$ cat config.mk
export PLATFORM = sky130hd
export DESIGN_NAME = dpram_req_queue
export DESIGN_NICKNAME = d
export VERILOG_FILES = /design/src/rtl/dpram_req_queue.sv
export SDC_FILE = /design/constraint.sdc
export NUM_CORES = 1
export LEC_CHECK = 0
export ABC_AREA = 1
export BUFFER_PORTS_ARGS = -buffer_cell sky130_fd_sc_hd__buf_2
export CAP_MARGIN = 20
export CORE_ASPECT_RATIO = 0.7
export CORE_MARGIN = 2
export CORE_UTILIZATION = 55
export CTS_BUF_LIST = sky130_fd_sc_hd__clkbuf_8
export CTS_CLUSTER_SIZE = 8
export DETAILED_ROUTE_END_ITERATION = 8
export GPL_ROUTABILITY_DRIVEN = 0
export PLACE_DENSITY = 0.85
export SLEW_MARGIN = 25
export SYNTH_ARGS = -nofsm -noshare
export SYNTH_HDL_FRONTEND = slang
export SYNTH_SLANG_ARGS = --single-unit
$ cat constraint.sdc
create_clock -name clk -period 2.97 [get_ports clk]
set_clock_uncertainty 0.05 [all_clocks]
set_input_delay 0.891 -clock clk [delete_from_list [all_inputs] [get_ports clk]]
set_output_delay 0.891 -clock clk [all_outputs]
set_load 0.1 [all_outputs]
$ cat src/rtl/dpram_req_queue.sv
// Request queue in front of one dual-port RAM port: buffers read/write requests
// in a small FIFO, issues them one at a time and returns read data in order.
module dpram_req_queue #(
  parameter int DATA_W = 8,
  parameter int ADDR_W = 6,
  parameter int DEPTH  = 4
) (
  input  logic                       clk,
  input  logic                       rst,
  input  logic                       req_valid,
  output logic                       req_ready,
  input  logic                       req_we,
  input  logic [ADDR_W-1:0]          req_addr,
  input  logic [DATA_W-1:0]          req_data,
  output logic                       mem_valid,
  input  logic                       mem_ready,
  output logic                       mem_we,
  output logic [ADDR_W-1:0]          mem_addr,
  output logic [DATA_W-1:0]          mem_data,
  input  logic [DATA_W-1:0]          mem_q,
  output logic                       rsp_valid,
  output logic [DATA_W-1:0]          rsp_data,
  output logic [$clog2(DEPTH):0]     count
);

  localparam int PTR_W = $clog2(DEPTH);
  localparam int CNT_W = PTR_W + 1;

  typedef struct packed {
    logic              we;
    logic [ADDR_W-1:0] addr;
    logic [DATA_W-1:0] data;
  } entry_t;

  typedef enum logic [1:0] {
    IDLE    = 2'd0,
    ISSUE   = 2'd1,
    RD_WAIT = 2'd2,
    RSP     = 2'd3
  } state_t;

  state_t            state_reg;
  logic [CNT_W-1:0]  count_reg;
  logic [CNT_W-1:0]  count_next;
  logic [PTR_W-1:0]  head_reg;
  logic [PTR_W-1:0]  tail_reg;
  logic              mem_valid_reg;
  logic              rsp_valid_reg;
  logic [DATA_W-1:0] rsp_data_reg;

  entry_t            slot_q [DEPTH];
  entry_t            head_entry;
  logic              push;
  logic              pop;

  // Ready looks only at the registered count, so a pop in the same cycle
  // never opens a slot early.
  assign req_ready = !rst && (count_reg < CNT_W'(DEPTH));
  assign push      = req_valid && req_ready;
  assign pop       = mem_valid_reg && mem_ready;

  genvar gi;
  generate
    for (gi = 0; gi < DEPTH; gi++) begin : g_slot
      entry_t slot_reg;

      always_ff @(posedge clk) begin
        if (push && (tail_reg == PTR_W'(gi))) begin
          slot_reg <= '{we: req_we, addr: req_addr, data: req_data};
        end
      end

      assign slot_q[gi] = slot_reg;
    end
  endgenerate

  assign head_entry = slot_q[head_reg];

  always_comb begin
    count_next = count_reg;
    case ({push, pop})
      2'b10:   count_next = count_reg + CNT_W'(1);
      2'b01:   count_next = count_reg - CNT_W'(1);
      default: count_next = count_reg;
    endcase
  end

  always_ff @(posedge clk) begin
    if (rst) begin
      state_reg     <= IDLE;
      count_reg     <= '0;
      head_reg      <= '0;
      tail_reg      <= '0;
      mem_valid_reg <= 1'b0;
      rsp_valid_reg <= 1'b0;
      rsp_data_reg  <= '0;
    end else begin
      count_reg     <= count_next;
      rsp_valid_reg <= 1'b0;
      if (push) begin
        tail_reg <= tail_reg + PTR_W'(1);
      end
      if (pop) begin
        head_reg <= head_reg + PTR_W'(1);
      end

      case (state_reg)
        IDLE: begin
          if (count_reg != '0) begin
            state_reg     <= ISSUE;
            mem_valid_reg <= 1'b1;
          end
        end
        ISSUE: begin
          if (mem_ready) begin
            if (head_entry.we) begin
              // Writes stream back-to-back while anything remains queued.
              if (count_next != '0) begin
                state_reg     <= ISSUE;
                mem_valid_reg <= 1'b1;
              end else begin
                state_reg     <= IDLE;
                mem_valid_reg <= 1'b0;
              end
            end else begin
              state_reg     <= RD_WAIT;
              mem_valid_reg <= 1'b0;
            end
          end
        end
        RD_WAIT: begin
          rsp_data_reg  <= mem_q;
          rsp_valid_reg <= 1'b1;
          state_reg     <= RSP;
        end
        RSP: begin
          if (count_reg != '0) begin
            state_reg     <= ISSUE;
            mem_valid_reg <= 1'b1;
          end else begin
            state_reg <= IDLE;
          end
        end
        default: begin
          state_reg     <= IDLE;
          mem_valid_reg <= 1'b0;
        end
      endcase
    end
  end

  // Head fields are masked while idle so uninitialised slots never show up.
  assign mem_valid = mem_valid_reg;
  assign mem_we    = mem_valid_reg & head_entry.we;
  assign mem_addr  = mem_valid_reg ? head_entry.addr : '0;
  assign mem_data  = mem_valid_reg ? head_entry.data : '0;
  assign rsp_valid = rsp_valid_reg;
  assign rsp_data  = rsp_data_reg;
  assign count     = count_reg;

endmodule

==> metrics.cfg <==
[route]
drc_errors = 0
drt-initial-drc-count = 157
viasPerCell = 5.203
ant_nets = 0
vias = 2362
drt_pass1_iterations = 4
wl_um = 6740
wl_per_cell_um = 14.85

[place]
port_buffers = 55
dp_slack_ns = 0.3094
placedCellCount = 438
place_area_um2 = 3790
dp.final_hpwl_um = 4468

[clock_tree]
clockBufferDepth = 2
clock-sinks = 79
cts_tree = yes
clk_pin_slew_ns = 0.08
numCtsBuffers = 9
cts-root-buf = clkbuf_8
cts_setup_buffers = 0
htreeDepth = 3
cts_hold_buf = 0
clk_latency_ns = 0.35

[yosys]
syn_area_per_cell_um2 = 10.55
postSynth.asyncResetShare_pct = 0
yosys-top-cells-count = 87 x nor2_1, 60 x edfxtp_1, 36 x o21ai_0
synth_top_area_share_pct = 55.07
synth_area_leader_cell = edfxtp_1
synth_nets = 347
ys_seq_elements = 79
yosys-top-cells-area = edfxtp_1 55%, dfxtp_1 12%, nor2_1 10%
ys_seq_area_share_pct = 66.69
postSynthCellCount = 310
synth_most_common_cell = nor2_1
yosys_warnings = 0
yosys_most_used_dff = edfxtp_1
synth_area_um2 = 3272
synth_edf_count = 60
ys_types = 23

[outcome]
status = finished clean

[final_layout]
antenna_cells = 0
ff_latch_area_um2 = 2183
largest_reg_flops = 60
nets = 411
finalNonFillerCells = 454
drive_gt1_share_pct = 26.91
fillerInstances = 424
design_area_um2 = 4028
fin_util_pct = 70.33
area_delta_synth_final_pct = 23.10
multiInputGateArea_um2 = 1072

[global_route]
antenna_found_initial = 0
grt_pass1_vias = 2190
grt_max_degree = 32
grt_usage_pct = 21.80
grt_pass1_wl_um = 10280
overflow = 0

[floorplan]
io-pin-count = 56
die_y_um = 68.53
initial_utilization_pct = 57.13
die-area_um2 = 6592
die_w_um = 96.19
core_um2 = 5727
row_count = 23

[pwr]
swShare_pct = 41.01
vdd_drop_max_uv = 429.6
clockPowerShare_pct = 26.0
power_w = 0.003328
p_comb_share_pct = 35.7
p_sw_w = 0.001365
seq_power_share_pct = 38.3
cell_internal_pwr_w = 0.001964
p_leak_nw = 1.613
powerDensity_nw_per_um2 = 826.4

[worst_setup_path]
path_class = reg -> out
r2r_slack_ns = 0.98
crit_fanout = 16
crit_path_start_kind = flop
cp.required_ns = 2.03
cp.arrival_ns = 1.94
cp-end-kind = primary output

[timing]
tightestPinTransition_ns = 0.5676
setup_viol = 0
grt_setup_unrepaired = true
layout_min_cycle_time_ns = 2.877
min_period_over_period_pct = 96.85
setup_slack_ns = 0.09347
slew-limit-headroom_pct = 62.12
timing.fmax_ghz = 0.3476
hold_violations = 0
finalMaxSlewViolations = 0

[job]
cap_violations = 0

[worst_hold_path]
min_path_type = reg -> reg

## metal layers
layer  up-vias  GRT usage, %  part of all wire, %
met5         -             0                    0
met2        72         36.63                   49
met4         0         6.429                  1.1
met3         8         6.739                  7.0
li1       1171             -                    -
met1      1111         27.66                   42
## worst paths after layout
kind | from | endpoint | cells after the start
hold reg to reg | rsp_data[1]$_SDFFE_PP0P_ | rsp_data[1]$_SDFFE_PP0P_ | 2
hold / removal | rsp_data[1]$_SDFFE_PP0P_ | rsp_data[1]$_SDFFE_PP0P_ | 2
setup reg to reg | count[2]$_SDFF_PP0_ | state_reg[0]$_SDFFE_PP0P_ | 10
setup / recovery | head_reg[1]$_SDFFE_PP0P_ | mem_addr[1] | 5
## metrics by stage
step	TNS [ns]	hold WS (ns)
finish	0	0.4539
global placement	0	0.4219
global route	-0.02052	0.4884
floorplan	-0.02933	0.4368
detailed placement	0	0.4293
CTS	0	0.4535
## power by group through the flow
stage,Sequential [W],Combinational (W),Clock (W)
2_1_floorplan,0.00144,0.000839,0
3_3_place_gp,0.00130,0.00116,0
3_5_place_dp,0.00130,0.00118,0
4_1_cts,0.00127,0.00118,0.000880
5_1_grt,0.00128,0.00126,0.000928
6_report,0.00127,0.00119,0.000864
## layout make-up
class	instances	share of cell area, %
Clock buffer	9	3.075
Multi-Input combinational cell	195	26.62
Sequential cell	79	54.21
Inverter	24	2.268
Timing Repair Buffer	65	9.071
Tap cell	75	2.330
Clock inverter	7	2.423
## cells by family after synthesis
group | Yosys count | share of synthesized area [%]
AO/OA/AOI/OAI | 62 | 9.484
XOR/XNOR | 1 | 0.2677
adder cells (fa/ha/maj) | 10 | 4.054
buffers and inverters | 36 | 4.894
flip-flops | 79 | 66.69
AND/OR/NAND/NOR | 122 | 14.61
## cell usage in the layout, fill, tap and decap left out, drive strengths merged
cell | synthesis | final
nor2 | 87 | 87
edfxtp | 60 | 60
buf | 7 | 59
o21ai | 41 | 41
nand2 | 23 | 23
inv | 23 | 22
a21oi | 21 | 21
dfxtp | 19 | 19
clkbuf | 5 | 15
nand3 | 9 | 9
ha | 9 | 9
clkinv | 1 | 6
bufinv | 0 | 2
nand4 | 1 | 1
or2 | 1 | 1
xor2 | 1 | 1
nor3 | 1 | 1
fa | 1 | 1
clkinvlp | 0 | 1
## worst max-delay path: stages (launching register included)
cell,delay [ns]
dfxtp_1,0.37
inv_1,0.27
nor2_1,0.20
o21ai_0,0.15
a21oi_4,0.15
buf_2,0.43
## timing repair
item / 4_1_cts / 5_1_grt
resized for setup: 0 / 8
hold endpoints to repair: 0 / 0
setup endpoints to repair: 0 / 6
Note: power is estimated with default switching activity, not from simulation.
